### src/rtl/pipe_ctrl_pkg.sv
// -----------------------------------------------------------------------------
// pipe_ctrl_pkg
// Shared definitions for the pipeline hazard/stall/flush controller:
//   - FSM state encoding (RUN, LU_STALL)
//   - pipeline register indices (PC_IDX .. MEMWB)
//   - prefix_mask(): builds a contiguous stall mask covering bits [idx:0]
// -----------------------------------------------------------------------------
package pipe_ctrl_pkg;

    // FSM state encoding
    localparam logic [0:0] RUN      = 1'b0;
    localparam logic [0:0] LU_STALL = 1'b1;

    // Pipeline register indices as used by stall_o (bit k = register after stage k)
    localparam int unsigned PC_IDX = 0;
    localparam int unsigned IFID   = 1;
    localparam int unsigned IDEX   = 2;
    localparam int unsigned EXMEM  = 3;
    localparam int unsigned MEMWB  = 4;

    // Stalling register k requires every upstream register to hold too,
    // so a stall pattern is always a prefix of ones ending at idx.
    function automatic logic [31:0] prefix_mask(input int unsigned idx);
        logic [31:0] m;
        m = '0;
        for (int unsigned i = 0; i < 32; i++) begin
            if (i <= idx) m[i] = 1'b1;
        end
        return m;
    endfunction

endpackage

### src/rtl/pipe_hazard_ctrl_load_use.sv
// -----------------------------------------------------------------------------
// load_use_detect
// Purely combinational load-use hazard comparator.
// Ports:
//   id_rs_i / id_rt_i        ID-stage source specifiers
//   id_rs_rd_i / id_rt_rd_i  source actually read by the ID instruction
//   ex_mem_read_i            EX-stage instruction is a load
//   ex_rd_i                  EX-stage destination
//   hazard_o                 ID consumes the value the EX load produces
// -----------------------------------------------------------------------------
module load_use_detect #(
    parameter int unsigned REG_ADDR_W = 3
) (
    input  logic [REG_ADDR_W-1:0] id_rs_i,
    input  logic [REG_ADDR_W-1:0] id_rt_i,
    input  logic                  id_rs_rd_i,
    input  logic                  id_rt_rd_i,
    input  logic                  ex_mem_read_i,
    input  logic [REG_ADDR_W-1:0] ex_rd_i,
    output logic                  hazard_o
);

    logic rs_match;
    logic rt_match;

    assign rs_match = id_rs_rd_i & (id_rs_i == ex_rd_i);
    assign rt_match = id_rt_rd_i & (id_rt_i == ex_rd_i);
    assign hazard_o = ex_mem_read_i & (rs_match | rt_match);

endmodule

### src/rtl/pipe_hazard_ctrl.sv
// -----------------------------------------------------------------------------
// pipe_hazard_ctrl
// Pipeline control unit: owns every stall and flush decision of the in-order
// core (data-memory wait, branch/jump redirect, load-use bubble, fetch wait).
// A redirect arriving during a data-memory wait is held pending and applied in
// the first cycle the wait ends.
//
// Ports:
//   clk_i, rst_n_i        clock, asynchronous active-low reset
//   id_rs_i, id_rt_i      ID-stage sources; id_rs_rd_i/id_rt_rd_i mark real reads
//   ex_mem_read_i, ex_rd_i EX-stage load flag and destination
//   redirect_i            taken branch/jump resolved in EX (pulse)
//   inst_ready_i          fetch data valid
//   mem_req_i, mem_ready_i data access request / completion
//   stall_o               hold enables, bit0=PC, bit k=register after stage k
//   flush_o               bubble inserts, bit k-1=register after stage k
//   redirect_o            PC-load strobe
//   stall_cnt_o           cycles with any stall bit set (saturating)
//   flush_cnt_o           redirects applied (saturating)
//
// Configuration: define PIPE_PERF_CNT_EN to build the performance counters;
// otherwise both counter outputs are tied to zero.
// -----------------------------------------------------------------------------
module pipe_hazard_ctrl
    import pipe_ctrl_pkg::*;
#(
    parameter int unsigned NUM_STAGES   = 5,
    parameter int unsigned REG_ADDR_W   = 3,
    parameter int unsigned LOAD_USE_CYC = 1,
    parameter int unsigned MEM_STAGE    = 3,
    parameter int unsigned CNT_W        = 32
) (
    input  logic                  clk_i,
    input  logic                  rst_n_i,
    input  logic [REG_ADDR_W-1:0] id_rs_i,
    input  logic [REG_ADDR_W-1:0] id_rt_i,
    input  logic                  id_rs_rd_i,
    input  logic                  id_rt_rd_i,
    input  logic                  ex_mem_read_i,
    input  logic [REG_ADDR_W-1:0] ex_rd_i,
    input  logic                  redirect_i,
    input  logic                  inst_ready_i,
    input  logic                  mem_req_i,
    input  logic                  mem_ready_i,
    output logic [NUM_STAGES:0]   stall_o,
    output logic [NUM_STAGES-1:0] flush_o,
    output logic                  redirect_o,
    output logic [CNT_W-1:0]      stall_cnt_o,
    output logic [CNT_W-1:0]      flush_cnt_o
);

    localparam logic [31:0] MEM_MASK   = prefix_mask(MEM_STAGE);
    localparam logic [31:0] LU_MASK    = prefix_mask(IFID);
    localparam logic [31:0] FETCH_MASK = prefix_mask(PC_IDX);
    localparam logic [2:0]  LU_LOAD    = 3'(LOAD_USE_CYC - 1);
    localparam bit          LU_MULTI   = (LOAD_USE_CYC > 1);

    logic [0:0] state_q, state_d;
    logic [2:0] lu_cnt_q, lu_cnt_d;
    logic       pend_q, pend_d;

    logic hazard;
    logic mem_wait;
    logic redir_req;
    logic lu_active;

    logic [NUM_STAGES:0]   stall_c;
    logic [NUM_STAGES-1:0] flush_c;
    logic                  redir_c;

    load_use_detect #(
        .REG_ADDR_W (REG_ADDR_W)
    ) u_lu_detect (
        .id_rs_i       (id_rs_i),
        .id_rt_i       (id_rt_i),
        .id_rs_rd_i    (id_rs_rd_i),
        .id_rt_rd_i    (id_rt_rd_i),
        .ex_mem_read_i (ex_mem_read_i),
        .ex_rd_i       (ex_rd_i),
        .hazard_o      (hazard)
    );

    assign mem_wait  = mem_req_i & ~mem_ready_i;
    assign redir_req = redirect_i | pend_q;
    // In LU_STALL the countdown alone holds the bubble; fresh hazards are moot.
    assign lu_active = hazard | (state_q == LU_STALL);

    // Output decode: highest-priority event wins outright.
    always_comb begin
        stall_c = '0;
        flush_c = '0;
        redir_c = 1'b0;
        if (!rst_n_i) begin
            // outputs held quiet while reset is asserted
        end else if (mem_wait) begin
            stall_c            = MEM_MASK[NUM_STAGES:0];
            flush_c[MEM_STAGE] = 1'b1;
        end else if (redir_req) begin
            redir_c            = 1'b1;
            flush_c[IFID-1]    = 1'b1;
            flush_c[IDEX-1]    = 1'b1;
        end else if (lu_active) begin
            stall_c            = LU_MASK[NUM_STAGES:0];
            flush_c[IDEX-1]    = 1'b1;
        end else if (!inst_ready_i) begin
            stall_c            = FETCH_MASK[NUM_STAGES:0];
            flush_c[IFID-1]    = 1'b1;
        end
    end

    // Next-state: a memory wait freezes the FSM and only records a redirect.
    always_comb begin
        state_d  = state_q;
        lu_cnt_d = lu_cnt_q;
        pend_d   = pend_q;
        if (mem_wait) begin
            if (redirect_i) pend_d = 1'b1;
        end else if (redir_req) begin
            pend_d   = 1'b0;
            state_d  = RUN;
            lu_cnt_d = '0;
        end else if (state_q == LU_STALL) begin
            if (lu_cnt_q <= 3'd1) begin
                state_d  = RUN;
                lu_cnt_d = '0;
            end else begin
                lu_cnt_d = lu_cnt_q - 3'd1;
            end
        end else if (hazard && LU_MULTI) begin
            state_d  = LU_STALL;
            lu_cnt_d = LU_LOAD;
        end
    end

    always_ff @(posedge clk_i or negedge rst_n_i) begin
        if (!rst_n_i) begin
            state_q  <= RUN;
            lu_cnt_q <= '0;
            pend_q   <= 1'b0;
        end else begin
            state_q  <= state_d;
            lu_cnt_q <= lu_cnt_d;
            pend_q   <= pend_d;
        end
    end

    assign stall_o    = stall_c;
    assign flush_o    = flush_c;
    assign redirect_o = redir_c;

`ifdef PIPE_PERF_CNT_EN
    logic [CNT_W-1:0] stall_cnt_q, stall_cnt_d;
    logic [CNT_W-1:0] flush_cnt_q, flush_cnt_d;

    always_comb begin
        stall_cnt_d = stall_cnt_q;
        flush_cnt_d = flush_cnt_q;
        if ((|stall_c) && (stall_cnt_q != '1)) stall_cnt_d = stall_cnt_q + 1'b1;
        if (redir_c && (flush_cnt_q != '1))    flush_cnt_d = flush_cnt_q + 1'b1;
    end

    always_ff @(posedge clk_i or negedge rst_n_i) begin
        if (!rst_n_i) begin
            stall_cnt_q <= '0;
            flush_cnt_q <= '0;
        end else begin
            stall_cnt_q <= stall_cnt_d;
            flush_cnt_q <= flush_cnt_d;
        end
    end

    assign stall_cnt_o = stall_cnt_q;
    assign flush_cnt_o = flush_cnt_q;
`else
    assign stall_cnt_o = '0;
    assign flush_cnt_o = '0;
`endif

endmodule

### config.mk
export PLATFORM = sky130hd
export DESIGN_NAME = pipe_hazard_ctrl
export DESIGN_NICKNAME = d
export VERILOG_FILES = /design/src/rtl/pipe_ctrl_pkg.sv /design/src/rtl/pipe_hazard_ctrl_load_use.sv /design/src/rtl/pipe_hazard_ctrl.sv
export SDC_FILE = /design/constraint.sdc
export NUM_CORES = 1
export LEC_CHECK = 0
export CORE_MARGIN = 2
export CORE_UTILIZATION = 30
export DETAILED_ROUTE_END_ITERATION = 10
export GPL_TIMING_DRIVEN = 0
export PLACE_DENSITY = 0.81
export SETUP_SLACK_MARGIN = 0.5
export SYNTH_ARGS = -nofsm -noshare
export SYNTH_HDL_FRONTEND = slang
export SYNTH_SLANG_ARGS = --single-unit
### constraint.sdc
create_clock -name clk_i -period 1.2 [get_ports clk_i]
set_input_delay 0.12 -clock clk_i [delete_from_list [all_inputs] [get_ports clk_i]]
set_output_delay 0.12 -clock clk_i [all_outputs]
set_load 0.01 [all_outputs]
* Word level (Yosys, flattened, before mapping)
Cells that the tools add are included.
** Word-level totals
- Bits of input ports :: 18
- Register bits :: 5
- Logic and storage cells :: 46
- Output and inout port bits :: 76
** Operators by class
- $lt $le $gt $ge :: 1
- Add/subtract/negate cells :: 1
- Eq/ne operators :: 3
- Bitwise gates (word level) :: 9
- Reduce and logical (&&, ||, !) cells :: 4
- Multiplexer cells :: 25
** Operators by type and width (count)
- 1-bit two-way mux :: 15
- 2-bit two-way mux :: 5
- 3-bit two-way mux :: 3
- 3-bit equality test :: 2
- 6-bit two-way mux :: 1
- 1-bit bitwise AND :: 4
- 4-bit two-way mux :: 1
- 2-bit AND reduction :: 2
- 2-bit nonzero test :: 2
- 3-bit by 1-bit <= comparator with 1-bit output (second input constant) :: 1
- 1-bit OR :: 3
- 3-bit by 1-bit subtractor with 3-bit output (second input constant) :: 1
- 2-bit inequality test (second input constant) :: 1
- 1-bit NOT :: 2

* Longest topological paths before layout
- Word-level depth :: 9
- Mapped depth :: 5
- Mapped depth without buffers :: 5

* Modules after synthesis
Synthesis repeated with hierarchy kept, for this count alone.
** Second synthesis, totals
- Cell total of the unflattened synthesis :: 119
- Area, all modules :: 943.4 sq um
** By module, submodules not included
- pipe_hazard_ctrl :: times used 1, cells an instance 110, area an instance 870.8 sq um
- load_use_detect :: times used 1, cells an instance 9, area an instance 72.6 sq um

* Worst setup path after synthesis
Ideal clock, no wire load.
- Kind :: register -> output
- From :: register pend_q
- To :: output stall_o[0]
- Data required time :: 1.080 ns
- Setup slack :: 0.087 ns
- Arrival time :: 0.993 ns
- Cell stages (with the launch flop) :: 4
- Path through :: dfrtp_1 > nor2_1 > a31oi_1 > a21oi_1
** Between the ends
- Word-level cells in the longest chain between the ends :: 4
** RTL lines
- start, declared :: RTL line pipe_hazard_ctrl.sv:60 : logic pend_q, pend_d;
- start signal, assigned :: RTL line pipe_hazard_ctrl.sv:143 : pend_q <= pend_d;
- 1-bit OR :: RTL line pipe_hazard_ctrl.sv:84 : assign redir_req = redirect_i | pend_q;
- 2-bit two-way mux :: RTL line pipe_hazard_ctrl.sv:98 : end else if (redir_req) begin
- 4-bit two-way mux :: RTL line pipe_hazard_ctrl.sv:95 : end else if (mem_wait) begin
- 6-bit two-way mux :: RTL line pipe_hazard_ctrl.sv:93 : if (!rst_n_i) begin
- end, declared :: RTL line pipe_hazard_ctrl.sv:45 : output logic [NUM_STAGES:0] stall_o,
Every way passes these cells.

* Worst setup path in the final report
- From :: input inst_ready_i
- To :: output flush_o[0]
** Between the ends
- Word-level cells in the longest chain between the ends :: 5
** RTL lines
- start, declared :: RTL line pipe_hazard_ctrl.sv:42 : input logic inst_ready_i,
- 1-bit two-way mux :: RTL line pipe_hazard_ctrl.sv:105 : end else if (!inst_ready_i) begin
- 1-bit two-way mux :: RTL line pipe_hazard_ctrl.sv:102 : end else if (lu_active) begin
- 2-bit two-way mux :: RTL line pipe_hazard_ctrl.sv:98
- 2-bit two-way mux :: RTL line pipe_hazard_ctrl.sv:95
- 2-bit two-way mux :: RTL line pipe_hazard_ctrl.sv:93
- end, declared :: RTL line pipe_hazard_ctrl.sv:46 : output logic [NUM_STAGES-1:0] flush_o,
Every way passes these cells.

==> reports/qor.csv <==
stage,metric,value,unit
clock_network,Worst-path clk slew,40,ps
clock_network,Num CTS Buffers,3,
placed_design,placed cells,262,
final_layout,Syn-to-layout area delta,86.7,%
sta,Clock Skew,1.15,ps
sta,final critical-path required period,1440,ps
power_and_ir_drop,Cell Pwr Density,489,nW/um^2
clock_network,clock latency at the later pin of the worst-skew pair,230,ps
final_layout,"non-filler cells, final",282,
sta,Fmax,696,MHz
final_layout,design area,1830,sq um
sta,max-slew violation count,0,
worst_setup_path,WS Path Type,input pin to output pin,
logic_synthesis,Async SR Flop Fraction,100,%
worst_setup_path,CP max FO,4,
power_and_ir_drop,total power,896,uW
die,initial core utilization,31.9,%
logic_synthesis,top-count cell post-synth,buf_4,
routing,Residual DRC,0,
routing,DRT Pass-1 Iters,3,
logic_synthesis,leading post-synthesis cells by cell area,"buf_4 (54%), dfrtp_1 (13%), xnor2_1 (5.4%)",
power_and_ir_drop,LEAKAGE,1.05,nW
final_layout,nets@finish,258,
placed_design,Final HPWL DP,1670,um
sta,Final Hold Fails,0,
die,# IOs,94,
logic_synthesis,most area-hungry cell type in the Yosys netlist,buf_4,
sta,fin worst setup slack,-236,ps
logic_synthesis,"EDFF count, synth",0,
clock_network,clock sink count,5,
final_layout,Reg area,125,sq um
sta,final setup violation count,8,
logic_synthesis,Gate Count Post-Synth,126,
grt,number of global-route vias before repair,800,
logic_synthesis,Synth Area in XOR/XNOR,5.36,%
grt,pin count of the biggest net entering global routing,11,
logic_synthesis,mapped cell area,981,sq um
grt,total grt overflow,0,
status,failing checks,negative setup slack,
logic_synthesis,Synth top area share,53.6,%
grt,initial antenna violation count,0,
placed_design,# port buffers,25,
hold_path,type of the worst min-delay path,input pin to async pin,
power_and_ir_drop,maximum vdd drop,0.307,mV
worst_setup_path,worst flop-to-flop path endpoint,lu_cnt_q[0],
die,# rows,20,
final_layout,share of layout cells above drive strength 1,51.7,%
logic_synthesis,Synth Area in Adders,1.28,%
logic_synthesis,post-synthesis mux area share,0,%
final_layout,Multi-input gate area,693,sq um
logic_synthesis,Synth Area in Compound Gates,14.7,%
die,die width,61.2,um
sta,final period utilization,120,%
logic_synthesis,main combinational cell family by area after synthesis,buffers and inverters,
worst_setup_path,RR Startpoint,pend_q,
clock_network,TritonCTS clock tree,done,
logic_synthesis,syn_area_per_cell,7.79,sq um
final_layout,diode count,0,
sta,RSZ-0062 raised after global routing,true,
placed_design,DP Area,1560,sq um
routing,via count,956,
clock_network,CTS H-tree lvls,1,
worst_setup_path,worst r2r path cells,7,
status,run status,"finished, violations left",
placed_design,RD Place Congestion,0.822,
worst_setup_path,Worst Setup End Kind,output pin,
worst_setup_path,Critical Path RT,1080,ps
clock_network,Bufs on Longest Clock Path,2,
die,die height,61.2,um
routing,drt wl/cell,8.43,um
routing,vias per cell,3.39,
routing,Antenna Nets Post-Route,0,
final_layout,# fillers,281,
job,Max-cap violations,0,
logic_synthesis,Synth Flop Type,dfrtp_1,
routing,drt total wl,2380,um
logic_synthesis,post-synthesis register bit count,5,
logic_synthesis,Unique masters post-synth,29,
worst_setup_path,FF-to-FF setup slack,-100,ps
logic_synthesis,commonest cells in the netlist,"buf_4 (70), xnor2_1 (6), dfrtp_1 (5), o21ai_0 (5)",
grt,first-pass GRT wire length,3210,um
grt,total track usage,11.3,%
die,Die ar.,3740,sq um
worst_setup_path,data arrival time of the worst path,1320,ps
logic_synthesis,post-synthesis simple-gate area fraction,10.2,%
worst_setup_path,Worst setup SP type,input pin,
logic_synthesis,"Seq/Total Area, Yosys",12.8,%
die,core area,3080,sq um
routing,initial DRC count,5,
logic_synthesis,Synth Warn #,0,
clock_network,CTS Root Cell,clkbuf_4,
[cells in the final DEF, fill, tap and decap left out, types with 2 or more instances in the layout]
master and instances:
nand2_1 4, clkbuf_4 3, xnor2_1 3, o21ai_1 5
nor2_1 2, a21oi_2 3, inv_2 2, conb_1 68
dlygate4sd2_1 10, dfrtp_1 5, buf_6 17, buf_4 76
xnor2_2 3, nand3_1 3, buf_2 5, o21ai_2 2
clkdlybuf4s50_1 4
[power breakdown]
group / internal [mW] / switching (mW) / leakage, nW
sequential: 0.171 / 0.00166 / 0.0693
combinational: 0.298 / 0.239 / 0.964
clock: 0.125 / 0.0610 / 0.0150
total: 0.594 / 0.302 / 1.05
[logic make-up after synthesis]
family          count (synthesis)
fa+ha+maj                       1
xor+xnor                        6
simple gates                   19
compound gates                 20
buf+inv                        74
other cells                     1
flops                           5
[final cells by class]
cell class                      count  area share, %
Buffer                             72           30.1
Clock buffer                        4           1.43
Inverter                            2          0.410
Multi-Input combinational cell    114           37.8
Sequential cell                     5           6.83
Tap cell                           44           3.01
Timing Repair Buffer               41           20.4
[per-layer routing]
| metal | global-route usage, % | vias to the layer above | part of all wire (%) | wire length (um) |
|---|---|---|---|---|
| li1 | - | 501 | - | - |
| met1 | 10.1 | 403 | 30 | 713 |
| met2 | 22.2 | 50 | 57 | 1360 |
| met3 | 3.15 | 2 | 12 | 293 |
| met4 | 6.52 | 0 | 0.59 | 14 |
| met5 | 0 | - | 0 | 0 |
[repair_timing]
action	in CTS	in global routing
pin swaps	10	2
setup endpoints to repair	13	13
hold buffers	1	0
buffers inserted	10	5
endpoints found under the hold margin	5	0
resized for setup	90	10
[critical path, cell delays in order]
cell	delay, ps
clkdlybuf4s50_1	470
or3_1	390
a21oi_2	120
a21o_1	90
buf_2	120
[through the flow]
step	TNS (ps)	utilization, %	hold slack [ps]	setup WS [ps]
global placement	-5910	50.6	444	-788
finish	-1120	59.5	348	-236
global route	-1610	59.5	351	-280
detailed placement	-6100	50.6	453	-812
CTS	-725	56.5	293	-224
floorplan	0	-	-176	99.3
[how the worst max path moves through the flow]
| stage | from | end | slack, ps |
|---|---|---|---|
| after global placement | rst_n_i | stall_o[0] | -790 |
| final | inst_ready_i | flush_o[0] | -240 |
| after detailed placement | rst_n_i | stall_o[0] | -810 |
| after CTS | state_q | flush_o[0] | -220 |
| after global routing | state_q | flush_o[0] | -280 |
| after floorplan | lu_cnt_q[1] | lu_cnt_q[1] | 100 |
[flip-flops by register name (all words and copies together), names as in the netlist]
name      count
lu_cnt_q      3
pend_q        1
state_q       1
(Power assumes the default switching activity.)
